--- config.mk ---
export PLATFORM = sky130hd
export DESIGN_NAME = uart_tx_mmio
export DESIGN_NICKNAME = d
export VERILOG_FILES = /design/src/rtl/uart_tx_mmio.sv
export SDC_FILE = /design/constraint.sdc
export NUM_CORES = 1
export LEC_CHECK = 0
export BUFFER_PORTS_ARGS = -buffer_cell sky130_fd_sc_hd__buf_4
export CAP_MARGIN = 0
export CELL_PAD_IN_SITES_DETAIL_PLACEMENT = 0
export CELL_PAD_IN_SITES_GLOBAL_PLACEMENT = 2
export CORE_MARGIN = 1
export CORE_UTILIZATION = 32
export DETAILED_ROUTE_END_ITERATION = 10
export PLACE_DENSITY_LB_ADDON = 0.1
export SLEW_MARGIN = 10
export SYNTH_ARGS = -nofsm -noshare
export SYNTH_HDL_FRONTEND = slang
export SYNTH_SLANG_ARGS = --single-unit
--- constraint.sdc ---
create_clock -name clock -period 2.2 [get_ports clock]
set_input_delay 0.22 -clock clock [delete_from_list [all_inputs] [get_ports clock]]
set_output_delay 0.22 -clock clock [all_outputs]
set_load 0.01 [all_outputs]
--- src/rtl/uart_tx_mmio.sv ---
// uart_tx_mmio: memory-mapped UART transmitter with a small byte FIFO (TXDATA 0x070, STATUS 0x074).
// Optional even-parity bit between data and stop bits when UART_TX_PARITY_EN is defined.
module uart_tx_mmio #(
    parameter int BAUD_DIV   = 10416,
    parameter int FIFO_DEPTH = 4
) (
    input  logic        clock,
    input  logic        reset,
    input  logic        IOWrite,
    input  logic        IORead,
    input  logic [9:0]  addr,
    input  logic [31:0] wdata,
    output logic [31:0] rdata,
    output logic        tx
);
    localparam int AW = $clog2(FIFO_DEPTH);
    localparam logic [AW:0] FULL_CNT = (AW+1)'(FIFO_DEPTH);
    localparam logic [15:0] BAUD_LAST = 16'(BAUD_DIV - 1);

    typedef enum logic [2:0] {
        IDLE,
        START,
        DATA,
`ifdef UART_TX_PARITY_EN
        PARITY,
`endif
        STOP
    } state_t;

    state_t        state_q;
    logic [7:0]    mem_q [FIFO_DEPTH];
    logic [AW-1:0] wptr_q, rptr_q;
    logic [AW:0]   count_q, count_d;
    logic [15:0]   baud_q;
    logic [2:0]    bit_q;
    logic [7:0]    shift_q;
    logic          tx_q;
    logic          push, pop, full, empty, busy, baud_end;
    logic [4:0]    count_w;
    logic [2:0]    count_sat;
    logic          unused_wdata;

    assign full      = count_q == FULL_CNT;
    assign empty     = count_q == '0;
    assign busy      = state_q != IDLE;
    assign push      = IOWrite && addr == 10'h070 && !full;
    assign pop       = state_q == IDLE && !empty;
    assign baud_end  = baud_q == BAUD_LAST;
    assign count_w   = 5'(count_q);
    assign count_sat = count_w > 5'd7 ? 3'd7 : count_w[2:0];
    assign rdata     = (IORead && addr == 10'h074) ? {26'b0, count_sat, busy, empty, full} : 32'b0;
    assign tx        = tx_q;
    assign unused_wdata = ^wdata[31:8];

    // Occupancy: a simultaneous push and pop leaves it unchanged
    always_comb begin
        count_d = push && !pop ? count_q + 1'b1 : pop && !push ? count_q - 1'b1 : count_q;
    end

    // FIFO storage is data-only, so it needs no reset
    always_ff @(posedge clock) begin
        if (push) mem_q[wptr_q] <= wdata[7:0];
    end

    // FIFO pointers and occupancy; pointers wrap naturally at the power-of-two depth
    always_ff @(posedge clock or negedge reset) begin
        if (!reset) begin
            wptr_q  <= '0;
            rptr_q  <= '0;
            count_q <= '0;
        end else begin
            if (push) wptr_q <= wptr_q + 1'b1;
            if (pop) rptr_q <= rptr_q + 1'b1;
            count_q <= count_d;
        end
    end

    // Frame sequencer with registered serial output; the shift register holds the byte unchanged and bit_q selects the bit
    always_ff @(posedge clock or negedge reset) begin
        if (!reset) begin
            state_q <= IDLE;
            baud_q  <= '0;
            bit_q   <= '0;
            shift_q <= '0;
            tx_q    <= 1'b1;
        end else begin
            case (state_q)
                IDLE: begin
                    tx_q <= 1'b1;
                    if (pop) begin
                        shift_q <= mem_q[rptr_q];
                        state_q <= START;
                        tx_q    <= 1'b0;
                        baud_q  <= '0;
                        bit_q   <= '0;
                    end
                end
                START: begin
                    baud_q <= baud_end ? 16'd0 : baud_q + 16'd1;
                    if (baud_end) begin
                        state_q <= DATA;
                        tx_q    <= shift_q[0];
                    end
                end
                DATA: begin
                    baud_q <= baud_end ? 16'd0 : baud_q + 16'd1;
                    if (baud_end && bit_q == 3'd7) begin
`ifdef UART_TX_PARITY_EN
                        state_q <= PARITY;
                        tx_q    <= ^shift_q;
`else
                        state_q <= STOP;
                        tx_q    <= 1'b1;
`endif
                    end else if (baud_end) begin
                        bit_q <= bit_q + 3'd1;
                        tx_q  <= shift_q[bit_q + 3'd1];
                    end
                end
`ifdef UART_TX_PARITY_EN
                PARITY: begin
                    baud_q <= baud_end ? 16'd0 : baud_q + 16'd1;
                    if (baud_end) begin
                        state_q <= STOP;
                        tx_q    <= 1'b1;
                    end
                end
`endif
                STOP: begin
                    baud_q <= baud_end ? 16'd0 : baud_q + 16'd1;
                    if (baud_end) state_q <= IDLE;
                end
                default: begin
                    state_q <= IDLE;
                    tx_q    <= 1'b1;
                end
            endcase
        end
    end
endmodule

==> results.toml <==
[detailed_routing]
drt_wl_total_mm = 6.86
drt_pre_antenna_iters = 5
antenna_left = 0
avgViaCountPerCell = 4.64
avgRoutedWirePerCell_um = 14.1
vias = 2254
dr.first_iter.drc_count = 73
drc = 0

[sta]
maxSlewViolCount = 0
slew_headroom = 0.582
min_period_ns = 2.06
setup_viol = 0
layout_worst_path_cycle_share = 0.936
whs_ns = 0.0645
fmax_ghz = 0.486
hold_viol_final = 0
rsz0062_at_grt = "yes"
worstMarginPinSlew_ns = 0.625
finClkSkew_ns = 0.0127

[floorplanning]
dieArea_sq_um = 11500
row_count = 38
core_sq_um = 10800
die_h_um = 107
ioPinCount = 79
initial_utilization = 0.328
die_w_um = 107

[outcome]
status = "completed"

[grt]
grt_start_max_net_pins = 38
grtUsageMet1 = 0.167
use_met2 = 0.240
grt_pass1_vias = 2394
grt.total_usage = 0.139
grt.busiest_layer = "met2"
grt.overflow.total = 0
use_met3 = 0.0272
antenna_found_initial = 0
grt_pass1_wl_mm = 12.1

[cells_and_area]
layout_common_cells = "buf_4 (48), dfrtp_1 (36), edfxtp_1 (32), conb_1 (26), nor2_1 (19)"
fin_nets = 401
final_layout_size_suffix_gt1_frac = 0.280
final_area_sq_um = 4240
instances_no_fill = 486
multi_input_area_sq_um = 1500
n_antenna_cell = 0
layout_commonest_cell = "buf_4"
regArea_sq_um = 1890
area_delta_synth_final_pct = 19.1
n_fill_cell = 1093

[placed_design]
placed_cell_area_sq_um = 4040
dp_cells = 469
portBuffers = 28
place_hpwl_mm = 5.00
routabilityCongestion = 0.717

[pwr]
total_power_mw = 2.40
power.share.combinational = 0.032
power.internal_mw = 1.81
cellPowerDensity_nw_per_um2 = 566
switchingPower_mw = 0.584
clockPowerShare = 0.403
pwr-share-seq = 0.565
ir_drop_mv = 0.287
p_sw_frac = 0.244
p_leak_nw = 1.75

[job]
cap_violations = 0

[synthesis]
avgSynthCellArea_sq_um = 12.4
synth_cells = 287
synth_edf_count = 32
synthesis.area_sq_um = 3560
synthFlopType = "dfrtp_1"
ys_ff_latch = 69
async_flop_share = 0.536
ys_seq_area_frac = 0.531
yosys_warnings = 0
synth.distinct_cells = 49

[clocking]
clock_sinks = 69
clk_pin_slew_ns = 0.09
postCtsSetupBuffers = 0
root_buffer = "clkbuf_8"
cts_tree = "yes"
insertion_delay_ns = 0.35
cts_buffer_depth = 2
htreeDepth = 3
cts_resized = 0
cts_made_buffers = 9

[critical_path]
arrival_ns = 2.29
cp_max_fo = 5
crit_path_start_kind = "register"
worstPathRequired_ns = 2.43
crit_type = "reg2reg"
critPathCaptureType = "register"

[min_path]
hold_path_class = "in2reg"
==> state kept, by name (all words and copies together), names as in the netlist <==
signal and cells:
baud_q 16, bit_q 3, count_q 3, mem_q 32, rptr_q 2, shift_q 8
state_q 2, tx 1, wptr_q 2
==> area by class of cell <==
class                   count  area share
inverters                   9     0.00797
well taps                 140      0.0413
clock inverters             7      0.0148
multi-input cells         199       0.355
repair buffers             53       0.106
flip-flops and latches     69       0.446
clock buffers               9      0.0292
==> logic make-up (layout without fill, tap and decap cells) <==
kind of cell | after synthesis | after routing | synth area share
XOR/XNOR | 12 | 12 | 0.0295
buffers and inverters | 44 | 78 | 0.0763
multiplexers | 26 | 26 | 0.107
other | 1 | 26 | 0.00105
AND/OR/NAND/NOR | 85 | 85 | 0.136
adder cells (fa/ha/maj) | 14 | 14 | 0.0513
AO/OA/AOI/OAI | 36 | 36 | 0.0675
flip-flops | 69 | 69 | 0.531
==> metrics by stage <==
step                      setup TNS [ns]  worst slack (ns)   util
after floorplan                 -0.00766          -0.00766      -
after global placement            -0.250            -0.153  0.373
after detailed placement          -0.177            -0.125  0.373
after CTS                              0             0.116  0.391
after global routing             -0.0109           -0.0109  0.391
final                                  0             0.142  0.391
==> cell usage after synthesis (2+ instances only) <==
| cell | instances | share of area |
|---|---|---|
| a22o_1 | 6 | 0.015 |
| nand2b_1 | 2 | 0.0035 |
| dfrtp_1 | 36 | 0.25 |
| mux2i_1 | 4 | 0.011 |
| nor4_1 | 4 | 0.0070 |
| clkbuf_1 | 4 | 0.0042 |
| nor2_1 | 19 | 0.020 |
| edfxtp_1 | 32 | 0.27 |
| xor2_1 | 9 | 0.022 |
| ha_1 | 13 | 0.046 |
| and4bb_2 | 2 | 0.0070 |
| a21oi_1 | 3 | 0.0042 |
| and4_1 | 2 | 0.0049 |
| xnor2_1 | 3 | 0.0074 |
| o21ai_0 | 12 | 0.017 |
| inv_1 | 9 | 0.0095 |
| and2_1 | 7 | 0.012 |
| buf_2 | 4 | 0.0056 |
| a2111oi_0 | 2 | 0.0049 |
| nand2_1 | 16 | 0.017 |
| mux4_2 | 8 | 0.051 |
| nor3_1 | 5 | 0.0070 |
| mux2_2 | 12 | 0.038 |
| o31ai_1 | 3 | 0.0063 |
| o21bai_1 | 2 | 0.0042 |
| a31oi_1 | 3 | 0.0053 |
| nand4_1 | 8 | 0.014 |
| nand3_1 | 6 | 0.0084 |
| buf_4 | 27 | 0.057 |
| and3_1 | 5 | 0.0088 |
==> per-layer routing <==
| layer | vias to the layer above | routed length, um |
|---|---|---|
| met2 | 30 | 3630 |
| met1 | 1100 | 2970 |
| li1 | 1113 | - |
| met3 | 11 | 140 |
| met4 | 0 | 121 |
| met5 | - | 0 |
==> path summary, 6_finish.rpt <==
check | from | end | slack (ns) | cells after the start
max reg2reg | state_q[1] | state_q[0] | 0.14 | 7
min reg2reg | tx | tx | 0.50 | 2
min in group asynchronous | reset | baud_q[2] | 0.38 | 2
min | wdata[6] | mem_q[3][6] | 0.06 | 1
max in group asynchronous | reset | tx | 1.45 | 2
max | state_q[1] | state_q[0] | 0.14 | 7
==> power groups by stage <==
stage	Combinational, mW	Clock [mW]	Sequential (mW)
2_1_floorplan	0.0597	0	1.38
3_3_place_gp	0.0768	0	1.38
3_5_place_dp	0.0783	0	1.38
4_1_cts	0.0796	1.01	1.35
5_1_grt	0.0898	1.07	1.35
6_report	0.0773	0.966	1.35
==> worst max-delay path: stages, from the launching register on <==
cell and delay (ns):
dfrtp_1 0.41, inv_1 0.11, ha_1 0.22, buf_4 0.16, nor4b_2 0.35, nor2_1 0.08
mux2_4 0.27, a221o_1 0.34
==> what timing repair did <==
| item | CTS | global route |
|---|---|---|
| hold buffers | 1 | 0 |
| endpoints found under the setup margin | 0 | 1 |
| endpoints found under the hold margin | 36 | 0 |
Power figures use the tool's default switching activity.
